$ cat src/rtl/rgb_to_yuv_encoder_pkg.sv
// Shared definitions for the RGB -> YUV 4:2:2 encoder.
//
// Contents:
//   - encoder_state_type : encoder FSM state encoding (one cycle per state)
//   - coef_sel_type      : conversion selector for the shared MAC (Y/U/V)
//   - *_BASE_DEFAULT     : default SRAM word addresses of the planes
//   - conversion coefficients (16.16 fixed point) and plane offsets
//   - pair_avg()         : rounded average of two 8-bit channel values
package m1_pkg;

    localparam logic [17:0] Y_BASE_DEFAULT   = 18'd0;
    localparam logic [17:0] U_BASE_DEFAULT   = 18'd38400;
    localparam logic [17:0] V_BASE_DEFAULT   = 18'd57600;
    localparam logic [17:0] RGB_BASE_DEFAULT = 18'd146944;

    typedef enum logic [4:0] {
        S_IDLE,
        S_RD_0, S_RD_1, S_RD_2, S_RD_3, S_RD_4, S_RD_5,
        S_RD_WAIT_0, S_RD_WAIT_1,
        S_CALC_Y0, S_CALC_Y1, S_CALC_Y2, S_CALC_Y3,
        S_CALC_U0, S_CALC_V0, S_CALC_U1, S_CALC_V1,
        S_WR_Y0, S_WR_Y1, S_WR_U, S_WR_V,
        S_DONE
    } encoder_state_type;

    typedef enum logic [1:0] {
        COEF_Y,
        COEF_U,
        COEF_V
    } coef_sel_type;

    localparam logic signed [31:0] Y_COEF_R =  32'sd16843;
    localparam logic signed [31:0] Y_COEF_G =  32'sd33030;
    localparam logic signed [31:0] Y_COEF_B =  32'sd6423;
    localparam logic signed [31:0] U_COEF_R = -32'sd9699;
    localparam logic signed [31:0] U_COEF_G = -32'sd19071;
    localparam logic signed [31:0] U_COEF_B =  32'sd28770;
    localparam logic signed [31:0] V_COEF_R =  32'sd28770;
    localparam logic signed [31:0] V_COEF_G = -32'sd24117;
    localparam logic signed [31:0] V_COEF_B = -32'sd4653;

    localparam logic signed [31:0] Y_OFFSET   = 32'sd1048576;   // 16 << 16
    localparam logic signed [31:0] UV_OFFSET  = 32'sd8388608;   // 128 << 16
    localparam logic signed [31:0] ROUND_BIAS = 32'sd32768;     // half LSB before >>> 16

    // (a + b + 1) >> 1 with a 9-bit intermediate so 255+255+1 does not wrap.
    function automatic logic [7:0] pair_avg(input logic [7:0] a, input logic [7:0] b);
        logic [8:0] sum;
        sum = {1'b0, a} + {1'b0, b} + 9'd1;
        return sum[8:1];
    endfunction

endpackage

$ cat src/rtl/rgb_to_yuv_encoder_if.sv
// SRAM port bundle used by the encoder.
//
// Signals:
//   SRAM_address    [17:0] word address
//   SRAM_read_data  [15:0] read data, valid two cycles after its address
//   SRAM_write_data [15:0] write data
//   SRAM_we_n              0 = write this cycle
// Modports:
//   master : the encoder (drives address / write data / we_n)
//   slave  : the SRAM or SRAM model (drives read data)
interface rgb_to_yuv_encoder_if;

    logic [17:0] SRAM_address;
    logic [15:0] SRAM_read_data;
    logic [15:0] SRAM_write_data;
    logic        SRAM_we_n;

    modport master (
        output SRAM_address,
        output SRAM_write_data,
        output SRAM_we_n,
        input  SRAM_read_data
    );

    modport slave (
        input  SRAM_address,
        input  SRAM_write_data,
        input  SRAM_we_n,
        output SRAM_read_data
    );

endinterface

$ cat src/rtl/rgb_to_yuv_encoder_mac.sv
// Combinational colour-space conversion for one output component.
// Three signed 32-bit multipliers, sum with offset, round, >>> 16 and clip
// to 0..255. The coefficient set is chosen by coef_sel.
//
// Ports:
//   coef_sel in  : COEF_Y / COEF_U / COEF_V
//   r_in     in 8: red channel
//   g_in     in 8: green channel
//   b_in     in 8: blue channel
//   pix_out  out 8: clipped result
module rgb_to_yuv_mac
    import m1_pkg::*;
(
    input  coef_sel_type coef_sel,
    input  logic [7:0]   r_in,
    input  logic [7:0]   g_in,
    input  logic [7:0]   b_in,
    output logic [7:0]   pix_out
);

    logic signed [31:0] coef_r;
    logic signed [31:0] coef_g;
    logic signed [31:0] coef_b;
    logic signed [31:0] offset;
    logic signed [31:0] prod_r;
    logic signed [31:0] prod_g;
    logic signed [31:0] prod_b;
    logic signed [31:0] sum;
    logic signed [31:0] scaled;

    always_comb begin
        coef_r = Y_COEF_R;
        coef_g = Y_COEF_G;
        coef_b = Y_COEF_B;
        offset = Y_OFFSET;
        case (coef_sel)
            COEF_U: begin
                coef_r = U_COEF_R;
                coef_g = U_COEF_G;
                coef_b = U_COEF_B;
                offset = UV_OFFSET;
            end
            COEF_V: begin
                coef_r = V_COEF_R;
                coef_g = V_COEF_G;
                coef_b = V_COEF_B;
                offset = UV_OFFSET;
            end
            default: ;
        endcase
    end

    assign prod_r = coef_r * $signed({24'd0, r_in});
    assign prod_g = coef_g * $signed({24'd0, g_in});
    assign prod_b = coef_b * $signed({24'd0, b_in});
    assign sum    = prod_r + prod_g + prod_b + offset + ROUND_BIAS;
    assign scaled = sum >>> 16;

    always_comb begin
        if (scaled < 32'sd0) begin
            pix_out = 8'd0;
        end else if (scaled > 32'sd255) begin
            pix_out = 8'd255;
        end else begin
            pix_out = scaled[7:0];
        end
    end

endmodule

$ cat src/rtl/rgb_to_yuv_encoder.sv
// RGB -> YUV 4:2:2 encoder. Reads packed RGB from SRAM (2 pixels per 3
// words), converts 4 pixels per group to Y and one U/V per pixel pair, and
// writes Y, U and V as packed byte planes (even element in the high byte).
// Each group is 6 reads, 2 read-latency waits, 8 conversions and 4 writes:
// 20 cycles. The encoder owns the SRAM port for the whole pass.
//
// Build option:
//   CHROMA_AVG_EN defined   : chroma from the rounded average of each pair
//   CHROMA_AVG_EN undefined : chroma from the even pixel of each pair
//
// Ports:
//   Clock  in  : clock
//   Resetn in  : asynchronous active-low reset (aborts a pass immediately)
//   Enable in  : start request, only looked at in S_IDLE
//   sram       : SRAM bundle (master side)
//   Done   out : high for the single S_DONE cycle at the end of a pass
//
// state        | meaning
// -------------+----------------------------------------------------------
// S_IDLE       | waiting for Enable, bus idle
// S_RD_0..5    | read address RGB_BASE+rgb_count+k on the bus
// S_RD_WAIT_0/1| last two read words arrive (2-cycle SRAM latency)
// S_CALC_Y0..3 | Y of pixel 0..3 through the shared MAC
// S_CALC_U0/V0 | chroma of pixel pair 0/1
// S_CALC_U1/V1 | chroma of pixel pair 2/3
// S_WR_Y0/Y1   | write {Y0,Y1} / {Y2,Y3}
// S_WR_U/V     | write {U01,U23} / {V01,V23}; S_WR_V ends the group
// S_DONE       | Done pulse, back to S_IDLE
module rgb_to_yuv_encoder
    import m1_pkg::*;
#(
    parameter logic [17:0] Y_BASE       = Y_BASE_DEFAULT,
    parameter logic [17:0] U_BASE       = U_BASE_DEFAULT,
    parameter logic [17:0] V_BASE       = V_BASE_DEFAULT,
    parameter logic [17:0] RGB_BASE     = RGB_BASE_DEFAULT,
    parameter int          IMAGE_WIDTH  = 320,
    parameter int          IMAGE_HEIGHT = 240
) (
    input  logic                        Clock,
    input  logic                        Resetn,
    input  logic                        Enable,
    rgb_to_yuv_encoder_if.master        sram,
    output logic                        Done
);

    localparam int          NUM_GROUPS = IMAGE_WIDTH * IMAGE_HEIGHT / 4;
    localparam logic [17:0] LAST_GROUP = 18'(NUM_GROUPS - 1);

    encoder_state_type state_q, state_d;

    // grp_left counts down the groups still to be started after this one.
    logic [17:0]       rgb_count_q, rgb_count_d;
    logic [17:0]       y_count_q,   y_count_d;
    logic [17:0]       uv_count_q,  uv_count_d;
    logic [17:0]       grp_left_q,  grp_left_d;

    logic [5:0][15:0]  rd_buf_q, rd_buf_d;
    logic [3:0][7:0]   y_q, y_d;
    logic [1:0][7:0]   u_q, u_d;
    logic [1:0][7:0]   v_q, v_d;

    logic [17:0]       addr_q,  addr_d;
    logic [15:0]       wdata_q, wdata_d;
    logic              we_n_q,  we_n_d;
    logic              done_q,  done_d;

    logic [3:0][7:0]   pix_r, pix_g, pix_b;
    logic [1:0][7:0]   chroma_r, chroma_g, chroma_b;

    coef_sel_type      mac_sel;
    logic [7:0]        mac_r, mac_g, mac_b;
    logic [7:0]        mac_out;

    // Unpack the six buffered words {R0,G0},{B0,R1},{G1,B1},{R2,G2},{B2,R3},{G3,B3}.
    assign pix_r[0] = rd_buf_q[0][15:8];
    assign pix_g[0] = rd_buf_q[0][7:0];
    assign pix_b[0] = rd_buf_q[1][15:8];
    assign pix_r[1] = rd_buf_q[1][7:0];
    assign pix_g[1] = rd_buf_q[2][15:8];
    assign pix_b[1] = rd_buf_q[2][7:0];
    assign pix_r[2] = rd_buf_q[3][15:8];
    assign pix_g[2] = rd_buf_q[3][7:0];
    assign pix_b[2] = rd_buf_q[4][15:8];
    assign pix_r[3] = rd_buf_q[4][7:0];
    assign pix_g[3] = rd_buf_q[5][15:8];
    assign pix_b[3] = rd_buf_q[5][7:0];

`ifdef CHROMA_AVG_EN
    assign chroma_r[0] = pair_avg(pix_r[0], pix_r[1]);
    assign chroma_g[0] = pair_avg(pix_g[0], pix_g[1]);
    assign chroma_b[0] = pair_avg(pix_b[0], pix_b[1]);
    assign chroma_r[1] = pair_avg(pix_r[2], pix_r[3]);
    assign chroma_g[1] = pair_avg(pix_g[2], pix_g[3]);
    assign chroma_b[1] = pair_avg(pix_b[2], pix_b[3]);
`else
    assign chroma_r[0] = pix_r[0];
    assign chroma_g[0] = pix_g[0];
    assign chroma_b[0] = pix_b[0];
    assign chroma_r[1] = pix_r[2];
    assign chroma_g[1] = pix_g[2];
    assign chroma_b[1] = pix_b[2];
`endif

    rgb_to_yuv_mac u_mac (
        .coef_sel (mac_sel),
        .r_in     (mac_r),
        .g_in     (mac_g),
        .b_in     (mac_b),
        .pix_out  (mac_out)
    );

    // State register
    always_ff @(posedge Clock or negedge Resetn) begin
        if (!Resetn) begin
            state_q <= S_IDLE;
        end else begin
            state_q <= state_d;
        end
    end

    // Next-state logic
    always_comb begin
        state_d = state_q;
        case (state_q)
            S_IDLE:      if (Enable) state_d = S_RD_0;
            S_RD_0:      state_d = S_RD_1;
            S_RD_1:      state_d = S_RD_2;
            S_RD_2:      state_d = S_RD_3;
            S_RD_3:      state_d = S_RD_4;
            S_RD_4:      state_d = S_RD_5;
            S_RD_5:      state_d = S_RD_WAIT_0;
            S_RD_WAIT_0: state_d = S_RD_WAIT_1;
            S_RD_WAIT_1: state_d = S_CALC_Y0;
            S_CALC_Y0:   state_d = S_CALC_Y1;
            S_CALC_Y1:   state_d = S_CALC_Y2;
            S_CALC_Y2:   state_d = S_CALC_Y3;
            S_CALC_Y3:   state_d = S_CALC_U0;
            S_CALC_U0:   state_d = S_CALC_V0;
            S_CALC_V0:   state_d = S_CALC_U1;
            S_CALC_U1:   state_d = S_CALC_V1;
            S_CALC_V1:   state_d = S_WR_Y0;
            S_WR_Y0:     state_d = S_WR_Y1;
            S_WR_Y1:     state_d = S_WR_U;
            S_WR_U:      state_d = S_WR_V;
            S_WR_V:      state_d = (grp_left_q == 18'd0) ? S_DONE : S_RD_0;
            S_DONE:      state_d = S_IDLE;
            default:     state_d = S_IDLE;
        endcase
    end

    // Shared MAC operand select: one conversion per CALC state.
    always_comb begin
        mac_sel = COEF_Y;
        mac_r   = pix_r[0];
        mac_g   = pix_g[0];
        mac_b   = pix_b[0];
        case (state_q)
            S_CALC_Y1: begin
                mac_r = pix_r[1]; mac_g = pix_g[1]; mac_b = pix_b[1];
            end
            S_CALC_Y2: begin
                mac_r = pix_r[2]; mac_g = pix_g[2]; mac_b = pix_b[2];
            end
            S_CALC_Y3: begin
                mac_r = pix_r[3]; mac_g = pix_g[3]; mac_b = pix_b[3];
            end
            S_CALC_U0: begin
                mac_sel = COEF_U;
                mac_r = chroma_r[0]; mac_g = chroma_g[0]; mac_b = chroma_b[0];
            end
            S_CALC_V0: begin
                mac_sel = COEF_V;
                mac_r = chroma_r[0]; mac_g = chroma_g[0]; mac_b = chroma_b[0];
            end
            S_CALC_U1: begin
                mac_sel = COEF_U;
                mac_r = chroma_r[1]; mac_g = chroma_g[1]; mac_b = chroma_b[1];
            end
            S_CALC_V1: begin
                mac_sel = COEF_V;
                mac_r = chroma_r[1]; mac_g = chroma_g[1]; mac_b = chroma_b[1];
            end
            default: ;
        endcase
    end

    // Output / datapath logic. Bus outputs are computed from the state being
    // entered so that address, data and we_n are registered in that state.
    always_comb begin
        rgb_count_d = rgb_count_q;
        y_count_d   = y_count_q;
        uv_count_d  = uv_count_q;
        grp_left_d  = grp_left_q;
        rd_buf_d    = rd_buf_q;
        y_d         = y_q;
        u_d         = u_q;
        v_d         = v_q;
        addr_d      = addr_q;
        wdata_d     = wdata_q;
        we_n_d      = 1'b1;
        done_d      = 1'b0;

        if (state_q == S_IDLE && state_d == S_RD_0) begin
            rgb_count_d = 18'd0;
            y_count_d   = 18'd0;
            uv_count_d  = 18'd0;
            grp_left_d  = LAST_GROUP;
        end else if (state_q == S_WR_V && state_d == S_RD_0) begin
            rgb_count_d = rgb_count_q + 18'd6;
            y_count_d   = y_count_q + 18'd2;
            uv_count_d  = uv_count_q + 18'd1;
            grp_left_d  = grp_left_q - 18'd1;
        end

        // Read data trails its address by two cycles.
        case (state_q)
            S_RD_2:      rd_buf_d[0] = sram.SRAM_read_data;
            S_RD_3:      rd_buf_d[1] = sram.SRAM_read_data;
            S_RD_4:      rd_buf_d[2] = sram.SRAM_read_data;
            S_RD_5:      rd_buf_d[3] = sram.SRAM_read_data;
            S_RD_WAIT_0: rd_buf_d[4] = sram.SRAM_read_data;
            S_RD_WAIT_1: rd_buf_d[5] = sram.SRAM_read_data;
            S_CALC_Y0:   y_d[0] = mac_out;
            S_CALC_Y1:   y_d[1] = mac_out;
            S_CALC_Y2:   y_d[2] = mac_out;
            S_CALC_Y3:   y_d[3] = mac_out;
            S_CALC_U0:   u_d[0] = mac_out;
            S_CALC_V0:   v_d[0] = mac_out;
            S_CALC_U1:   u_d[1] = mac_out;
            S_CALC_V1:   v_d[1] = mac_out;
            default: ;
        endcase

        case (state_d)
            S_RD_0: addr_d = RGB_BASE + rgb_count_d;
            S_RD_1: addr_d = RGB_BASE + rgb_count_d + 18'd1;
            S_RD_2: addr_d = RGB_BASE + rgb_count_d + 18'd2;
            S_RD_3: addr_d = RGB_BASE + rgb_count_d + 18'd3;
            S_RD_4: addr_d = RGB_BASE + rgb_count_d + 18'd4;
            S_RD_5: addr_d = RGB_BASE + rgb_count_d + 18'd5;
            S_WR_Y0: begin
                addr_d  = Y_BASE + y_count_d;
                wdata_d = {y_q[0], y_q[1]};
                we_n_d  = 1'b0;
            end
            S_WR_Y1: begin
                addr_d  = Y_BASE + y_count_d + 18'd1;
                wdata_d = {y_q[2], y_q[3]};
                we_n_d  = 1'b0;
            end
            S_WR_U: begin
                addr_d  = U_BASE + uv_count_d;
                wdata_d = {u_q[0], u_q[1]};
                we_n_d  = 1'b0;
            end
            S_WR_V: begin
                addr_d  = V_BASE + uv_count_d;
                wdata_d = {v_q[0], v_q[1]};
                we_n_d  = 1'b0;
            end
            S_DONE: done_d = 1'b1;
            default: ;
        endcase
    end

    always_ff @(posedge Clock or negedge Resetn) begin
        if (!Resetn) begin
            rgb_count_q <= 18'd0;
            y_count_q   <= 18'd0;
            uv_count_q  <= 18'd0;
            grp_left_q  <= 18'd0;
            rd_buf_q    <= '0;
            y_q         <= '0;
            u_q         <= '0;
            v_q         <= '0;
            addr_q      <= 18'd0;
            wdata_q     <= 16'd0;
            we_n_q      <= 1'b1;
            done_q      <= 1'b0;
        end else begin
            rgb_count_q <= rgb_count_d;
            y_count_q   <= y_count_d;
            uv_count_q  <= uv_count_d;
            grp_left_q  <= grp_left_d;
            rd_buf_q    <= rd_buf_d;
            y_q         <= y_d;
            u_q         <= u_d;
            v_q         <= v_d;
            addr_q      <= addr_d;
            wdata_q     <= wdata_d;
            we_n_q      <= we_n_d;
            done_q      <= done_d;
        end
    end

    assign sram.SRAM_address    = addr_q;
    assign sram.SRAM_write_data = wdata_q;
    assign sram.SRAM_we_n       = we_n_q;
    assign Done                 = done_q;

endmodule

$ cat src/flat_wrapper.sv
// flat-port wrapper written by rule: the top's interface ports become plain ports
module rgb_to_yuv_encoder_flat import m1_pkg::*;
#(
    parameter logic [17:0] Y_BASE       = Y_BASE_DEFAULT,
    parameter logic [17:0] U_BASE       = U_BASE_DEFAULT,
    parameter logic [17:0] V_BASE       = V_BASE_DEFAULT,
    parameter logic [17:0] RGB_BASE     = RGB_BASE_DEFAULT,
    parameter int          IMAGE_WIDTH  = 320,
    parameter int          IMAGE_HEIGHT = 240
)
  (Clock, Resetn, Enable, Done, sram_SRAM_address, sram_SRAM_write_data, sram_SRAM_we_n, sram_SRAM_read_data);
  rgb_to_yuv_encoder_if sram_i ();
  input  logic Clock;
  input  logic Resetn;
  input  logic Enable;
  output logic Done;
  output wire logic [$bits(sram_i.SRAM_address)-1:0] sram_SRAM_address;
  output wire logic [$bits(sram_i.SRAM_write_data)-1:0] sram_SRAM_write_data;
  output wire logic [$bits(sram_i.SRAM_we_n)-1:0] sram_SRAM_we_n;
  input wire logic [$bits(sram_i.SRAM_read_data)-1:0] sram_SRAM_read_data;
  assign sram_SRAM_address = sram_i.SRAM_address;
  assign sram_SRAM_write_data = sram_i.SRAM_write_data;
  assign sram_SRAM_we_n = sram_i.SRAM_we_n;
  assign sram_i.SRAM_read_data = sram_SRAM_read_data;
  rgb_to_yuv_encoder #(.Y_BASE(Y_BASE), .U_BASE(U_BASE), .V_BASE(V_BASE), .RGB_BASE(RGB_BASE), .IMAGE_WIDTH(IMAGE_WIDTH), .IMAGE_HEIGHT(IMAGE_HEIGHT)) u_core (.Clock(Clock), .Resetn(Resetn), .Enable(Enable), .sram(sram_i), .Done(Done));
endmodule
$ cat config.mk
export PLATFORM = sky130hd
export DESIGN_NAME = rgb_to_yuv_encoder_flat
export DESIGN_NICKNAME = d
export VERILOG_FILES = /design/src/rtl/rgb_to_yuv_encoder_pkg.sv /design/src/rtl/rgb_to_yuv_encoder_if.sv /design/src/rtl/rgb_to_yuv_encoder_mac.sv /design/src/rtl/rgb_to_yuv_encoder.sv /design/src/flat_wrapper.sv
export SDC_FILE = /design/constraint.sdc
export NUM_CORES = 1
export LEC_CHECK = 0
export CAP_MARGIN = 25
export CELL_PAD_IN_SITES_DETAIL_PLACEMENT = 1
export CELL_PAD_IN_SITES_GLOBAL_PLACEMENT = 2
export CORE_MARGIN = 2
export CORE_UTILIZATION = 39
export CTS_BUF_LIST = sky130_fd_sc_hd__clkbuf_4
export DETAILED_ROUTE_END_ITERATION = 10
export GPL_ROUTABILITY_DRIVEN = 0
export PLACE_DENSITY = 0.78
export SLEW_MARGIN = 20
export SYNTH_ARGS = -nofsm -noshare
export SYNTH_HDL_FRONTEND = slang
export SYNTH_SLANG_ARGS = --single-unit
$ cat constraint.sdc
create_clock -name Clock -period 9.4 [get_ports Clock]
set_clock_uncertainty 0.05 [all_clocks]
set_input_delay 1.88 -clock Clock [delete_from_list [all_inputs] [get_ports Clock]]
set_output_delay 1.88 -clock Clock [all_outputs]
set_load 0.005 [all_outputs]
==> flow_summary.toml, run 1 <==
[logic_synthesis]
synth-edff-count = 0
yosysTopAreaCell = "fa_1"
syn_nets = 3629
netlist.area_leader.share_pct = 24.7
ys_ff_latch = 273
synthesis.instances = 3055
synth_area_mm2 = 0.0286
yosysUniqueCellTypes = 110
yosys-top-cells-area = "fa_1, dfrtp_1, ha_1"
async_flop_share_pct = 100
ys_warn_count = 0
synth_ff_type = "dfrtp_1"
seq_area_frac_synth_pct = 23.9
syn_area_per_cell_um2 = 9.36

[grt]
gr-total-overflow = 0
grt_pass1_vias = 27200
grt_max_degree = 149
grt_pass1_wl_um = 158000
antenna_found_initial = 3
grt_use_total_pct = 27.3

[timing]
tightest_slew_ns = 1.10
slew_violations = 0
relSlewSlack_pct = 26.5
setup_viol = 0
hold_viol = 0
period_share_pct = 97.6
clock.fmax_mhz = 109
final.min_clock_period_ns = 9.17
setup_ws_ns = 0.227

[placed_design]
io_buffers = 54
dp_hpwl_um = 78800
place_ws_ns = -0.441
placed_cells = 4229

[critical_path]
startpoint = "u_core.state_q[3]"
cp-end-kind = "register"
slowest_stage = "fa_2"
arrival_ns = 9.80
r2r_setup_slack_ns = 0.23
reg2reg_depth = 34
required_ns = 10.03
worstReg2RegStart = "u_core.state_q[3]"
r2r-end = "u_core.y_q[25]"
worstPathMaxFanout = 8
max_stage_delay_ns = 0.59
worstSetupStartpointType = "register"
critPathKind = "reg2reg"
critPathMostFrequentCell = "fa_1"

[layout]
mostFrequentLayoutCells = "inv_1, nand2_1, fa_1"
mostFrequentLayoutCell = "inv_1"
n_fill_cell = 8292
seq_area_mm2 = 0.00684
drive_gt1_share_pct = 20.8
fin_cells = 4398
area_growth_pct = 19.0
nets = 3957
multiInputGateArea_mm2 = 0.0196

[clocking]
cts_tree = "yes"
clkSinkCount = 273
h-tree-depth = 3
cts_buffers = 80
cts.path.max_buffers = 3
clkLatencyLatePin_ns = 0.82
path_clk_slew_ns = 0.06
root_buffer = "clkbuf_4"
postCtsHoldBufs = 0

[routing]
vias = 23900
wl_um = 100000
routedWlPerCell_um = 22.8
drt-pass1-iter-count = 6
antenna_left = 0
vias_per_cell = 5.44
first_iter_violations = 1506
drc = 0

[floorplanning]
fp.dieW_um = 275
dieArea_mm2 = 0.0755
core_area_mm2 = 0.0727
die_height_um = 275
start_util_pct = 39.3
rows = 99
pin_count = 55

[hold_path]
whs_path_depth = 1
holdPathEnd = "u_core.sram.SRAM_address[7]"
min_from = "u_core.sram.SRAM_address[7]"
hp-class = "reg2reg"

[run]
maxCapViolCount = 0

[run_status]
status = "completed"
worst max-delay path: cells and delay by family, from the launching register on:
| kind | cells | cell delay (ns) |
|---|---|---|
| adder cells (fa/ha/maj) | 8 | 3.79 |
| buffers and inverters | 13 | 1.57 |
| AND/OR/NAND/NOR | 3 | 0.96 |
| AO/OA/AOI/OAI | 10 | 2.18 |
| flip-flops | 1 | 0.44 |
cell type report:
class / instances / share of cell area (%)
multi-input combinational: 2079 / 57.7
sequential: 273 / 20.1
timing repair buffer: 357 / 9.26
inverter: 592 / 6.55
tap: 959 / 3.53
clock buffer: 116 / 2.56
clock inverter: 19 / 0.309
antenna: 3 / 0.0221
kinds of logic (layout without fill, tap and decap cells):
logic type                 Yosys count  count (layout)  share of synthesized area, %
other                                0               3                             0
buffers and inverters              703            1084                          9.54
xor gates and xnor gates            87              87                          2.73
and+or+nand+nor                    821             821                          14.0
adders and majority gates          555             555                          33.6
muxes                               87              87                          3.50
AOI/OAI and AO/OA                  529             529                          12.8
DFF                                273             273                          23.9
metrics by stage:
stage               area [um^2]  setup TNS, ns  util (%)  hold slack, ns
finish                    34000              0      46.8           0.429
floorplan                 28600              0         -           0.387
detailed placement        32100         -20.45      44.1           0.418
global route              34000         -0.803      46.8           0.463
CTS                       33200              0      45.6           0.434
global placement          32100          -5.14      44.1           0.408
flip-flops by register name, indices dropped and copies added (netlist names):
name                         count
u_core.pix_g                    16
u_core.chroma_b                 16
u_core.y_q                      32
u_core.state_q                   5
u_core.sram.SRAM_address        18
u_core.pix_b                    16
u_core.rgb_count_q              18
u_core.pix_r                    16
u_core.chroma_g                 16
u_core.chroma_r                 16
u_core.sram.SRAM_write_data     16
u_core.v_q                      16
u_core.uv_count_q               18
u_core.u_q                      16
u_core.Done                      1
u_core.y_count_q                18
u_core.grp_left_q               18
u_core.sram.SRAM_we_n            1
how the worst max path moves through the flow:
stage          slack [ns]  cells past startpoint              to
3_5_place_dp        -0.44                     36  u_core.y_q[31]
3_3_place_gp        -0.15                     36   u_core.u_q[7]
5_1_grt             -0.06                     33   u_core.u_q[4]
6_report             0.23                     34  u_core.y_q[25]
2_1_floorplan        0.05                     35  u_core.y_q[23]
4_1_cts             0.009                     36   u_core.u_q[9]
synthesized netlist by cell type, drive strengths merged (46+ instances only):
library cell,number
o21ai,155
a21oi,92
dfrtp,272
nand2,330
nor2,173
xnor2,46
ha,202
fa,353
inv,590
mux2,67
clkbuf,82
nand3,47
metal layers:
metal / global-route usage [%] / wire, um / vias to the layer above
met5: 0 / 13 / -
met4: 9.20 / 3250 / 2
met3: 3.26 / 4450 / 189
met2: 45.8 / 48300 / 628
met1: 36.6 / 44200 / 12400
li1: - / - / 10700
timing repair:
action	CTS	global route
buffers inserted	2	27
pin swaps	4	89
gates resized for setup	41	148
cloned	0	1
setup endpoints to repair	64	64
Power of run 1 is not shown: default switching activity piles up to over one toggle a cycle in this logic, so the estimate is an artifact.
==> run 2: changes to the inputs <==
--- a/config.mk
+++ b/config.mk
@@ -8,7 +8,7 @@
 export CAP_MARGIN = 25
 export CELL_PAD_IN_SITES_DETAIL_PLACEMENT = 1
 export CELL_PAD_IN_SITES_GLOBAL_PLACEMENT = 2
-export CORE_MARGIN = 2
+export CORE_ASPECT_RATIO = 2
 export CORE_UTILIZATION = 39
 export CTS_BUF_LIST = sky130_fd_sc_hd__clkbuf_4
 export DETAILED_ROUTE_END_ITERATION = 10
==> run 2 against run 1 <==
Against the previous run:
- register-to-register slack worse by 0.15 ns
- critical path type unchanged
- hold slack better by 0.011 ns
- core utilization is 0.37 points higher
==> flow_summary.toml, run 2 (same netlist as run 1, synthesis figures left out) <==
[run_status]
status = "completed"

[critical_path]
reg2reg_depth = 34
worstReg2RegStart = "u_core.state_q[4]"
r2r-end = "u_core.v_q[9]"
critPathKind = "reg2reg"
worstPathMaxFanout = 8
r2r_setup_slack_ns = 0.07
slowest_stage = "or4_4"
arrival_ns = 9.97
startpoint = "u_core.state_q[4]"
worstSetupStartpointType = "register"
critPathMostFrequentCell = "fa_1"
required_ns = 10.05
max_stage_delay_ns = 0.60
cp-end-kind = "register"

[floorplanning]
core_area_mm2 = 0.0727
die_height_um = 385
pin_count = 55
rows = 140
dieArea_mm2 = 0.0745
fp.dieW_um = 193
start_util_pct = 39.3

[timing]
setup_tns_ns = 0
final.min_clock_period_ns = 9.33
slew_violations = 0
relSlewSlack_pct = 23.5
setup_viol = 0
hold_viol = 0
rsz0062_at_grt = "true"
period_share_pct = 99.2
clock.fmax_mhz = 107
tightest_slew_ns = 1.15

[layout]
n_fill_cell = 8246
area_growth_pct = 20.0
drive_gt1_share_pct = 22.2
mostFrequentLayoutCells = "inv_1, buf_4, nand2_1"
nets = 3997
largest_register_ffs = 32
largest-register = "u_core.y_q"
mostFrequentLayoutCell = "inv_1"

[clocking]
clkSinkCount = 273
root_buffer = "clkbuf_4"
h-tree-depth = 2
postCtsHoldBufs = 0
cts_buffers = 59
clkLatencyLatePin_ns = 0.82
cts_tree = "yes"
path_clk_slew_ns = 0.08
cts.path.max_buffers = 3

[routing]
drc = 0
vias = 24600
vias_per_cell = 5.59
routedWlPerCell_um = 26.1
antenna_left = 0
first_iter_violations = 1340
drt-pass1-iter-count = 8
wl_um = 115000

[grt]
grt_max_degree = 122
grt_pass1_vias = 28200
grt_pass1_wl_um = 172000
grt_use_total_pct = 31.2
antenna_found_initial = 4
gr-total-overflow = 0

[run]
maxCapViolCount = 0

[hold_path]
whs_path_depth = 2
min_from = "u_core.pix_b[13]"
holdPathEnd = "u_core.pix_b[13]"
hp-class = "reg2reg"

[placed_design]
io_buffers = 54
dp_hpwl_um = 93100
==> run 2: cell types whose count changed in the layout (fill, tap and decap cells not counted), moves of 7 or more <==
cell	delta
buf_4	+58
buf_6	+10
clkbuf_4	-42
clkinv_2	+7
fa_1	-7
fa_2	+7
inv_1	-8
inv_2	+10
nor2_1	-7
o21ai_0	-36
o21ai_1	+38
==> run 2: area by class of cell <==
| cell class | instances | area [um^2] | area share [%] |
|---|---|---|---|
| sequential | 273 | 6840 | 19.9 |
| timing repair buffer | 418 | 3530 | 10.3 |
| multi-input combinational | 2079 | 19800 | 57.7 |
| clock inverter | 30 | 188 | 0.547 |
| antenna | 3 | 7.51 | 0.0219 |
| tap | 923 | 1150 | 3.37 |
| clock buffer | 74 | 556 | 1.62 |
| inverter | 592 | 2230 | 6.49 |
==> run 2: critical path, delay by kind of cell, from the launching register on <==
family,cells,cell delay [ns]
AOI/OAI and AO/OA,11,2.17
adders and majority gates,8,3.78
buffers and inverters,10,1.24
DFF,1,0.45
and+or+nand+nor,5,1.50
==> run 2: how the worst max path moves through the flow <==
stage	end	slack, ns	cells past startpoint
after floorplan	u_core.y_q[23]	0.05	35
after global placement	u_core.v_q[6]	-0.68	35
after detailed placement	u_core.v_q[6]	-0.86	35
after CTS	u_core.v_q[1]	0.002	37
after global routing	u_core.u_q[11]	-0.25	35
final	u_core.v_q[9]	0.07	34
==> run 2: metrics by stage <==
step | setup WS [ns] | utilization [%] | instance area (um^2) | hold slack [ns] | std cells
floorplan | 0.0460 | - | 28600 | 0.387 | 3055
global placement | -0.678 | 44.6 | 32400 | 0.408 | 4249
detailed placement | -0.857 | 44.6 | 32400 | 0.412 | 4249
CTS | 0.00246 | 46.0 | 33400 | 0.433 | 4359
global route | -0.248 | 47.2 | 34300 | 0.447 | 4390
finish | 0.0742 | 47.2 | 34300 | 0.440 | 4392
==> run 2: repair_timing <==
| action | 4_1_cts | 5_1_grt |
|---|---|---|
| pin swaps | 10 | 131 |
| gates resized for setup | 65 | 205 |
| setup buffers | 6 | 31 |
| endpoints found under the setup margin | 64 | 64 |
==> run 2: layer usage <==
layer	wire [um]	track usage, %	vias up
li1	-	-	10700
met3	4110	3.75	507
met1	33700	27.0	12500
met5	17	0	-
met2	63600	60.0	803
met4	13400	32.1	2
Power of run 2 is left out for the same reason.
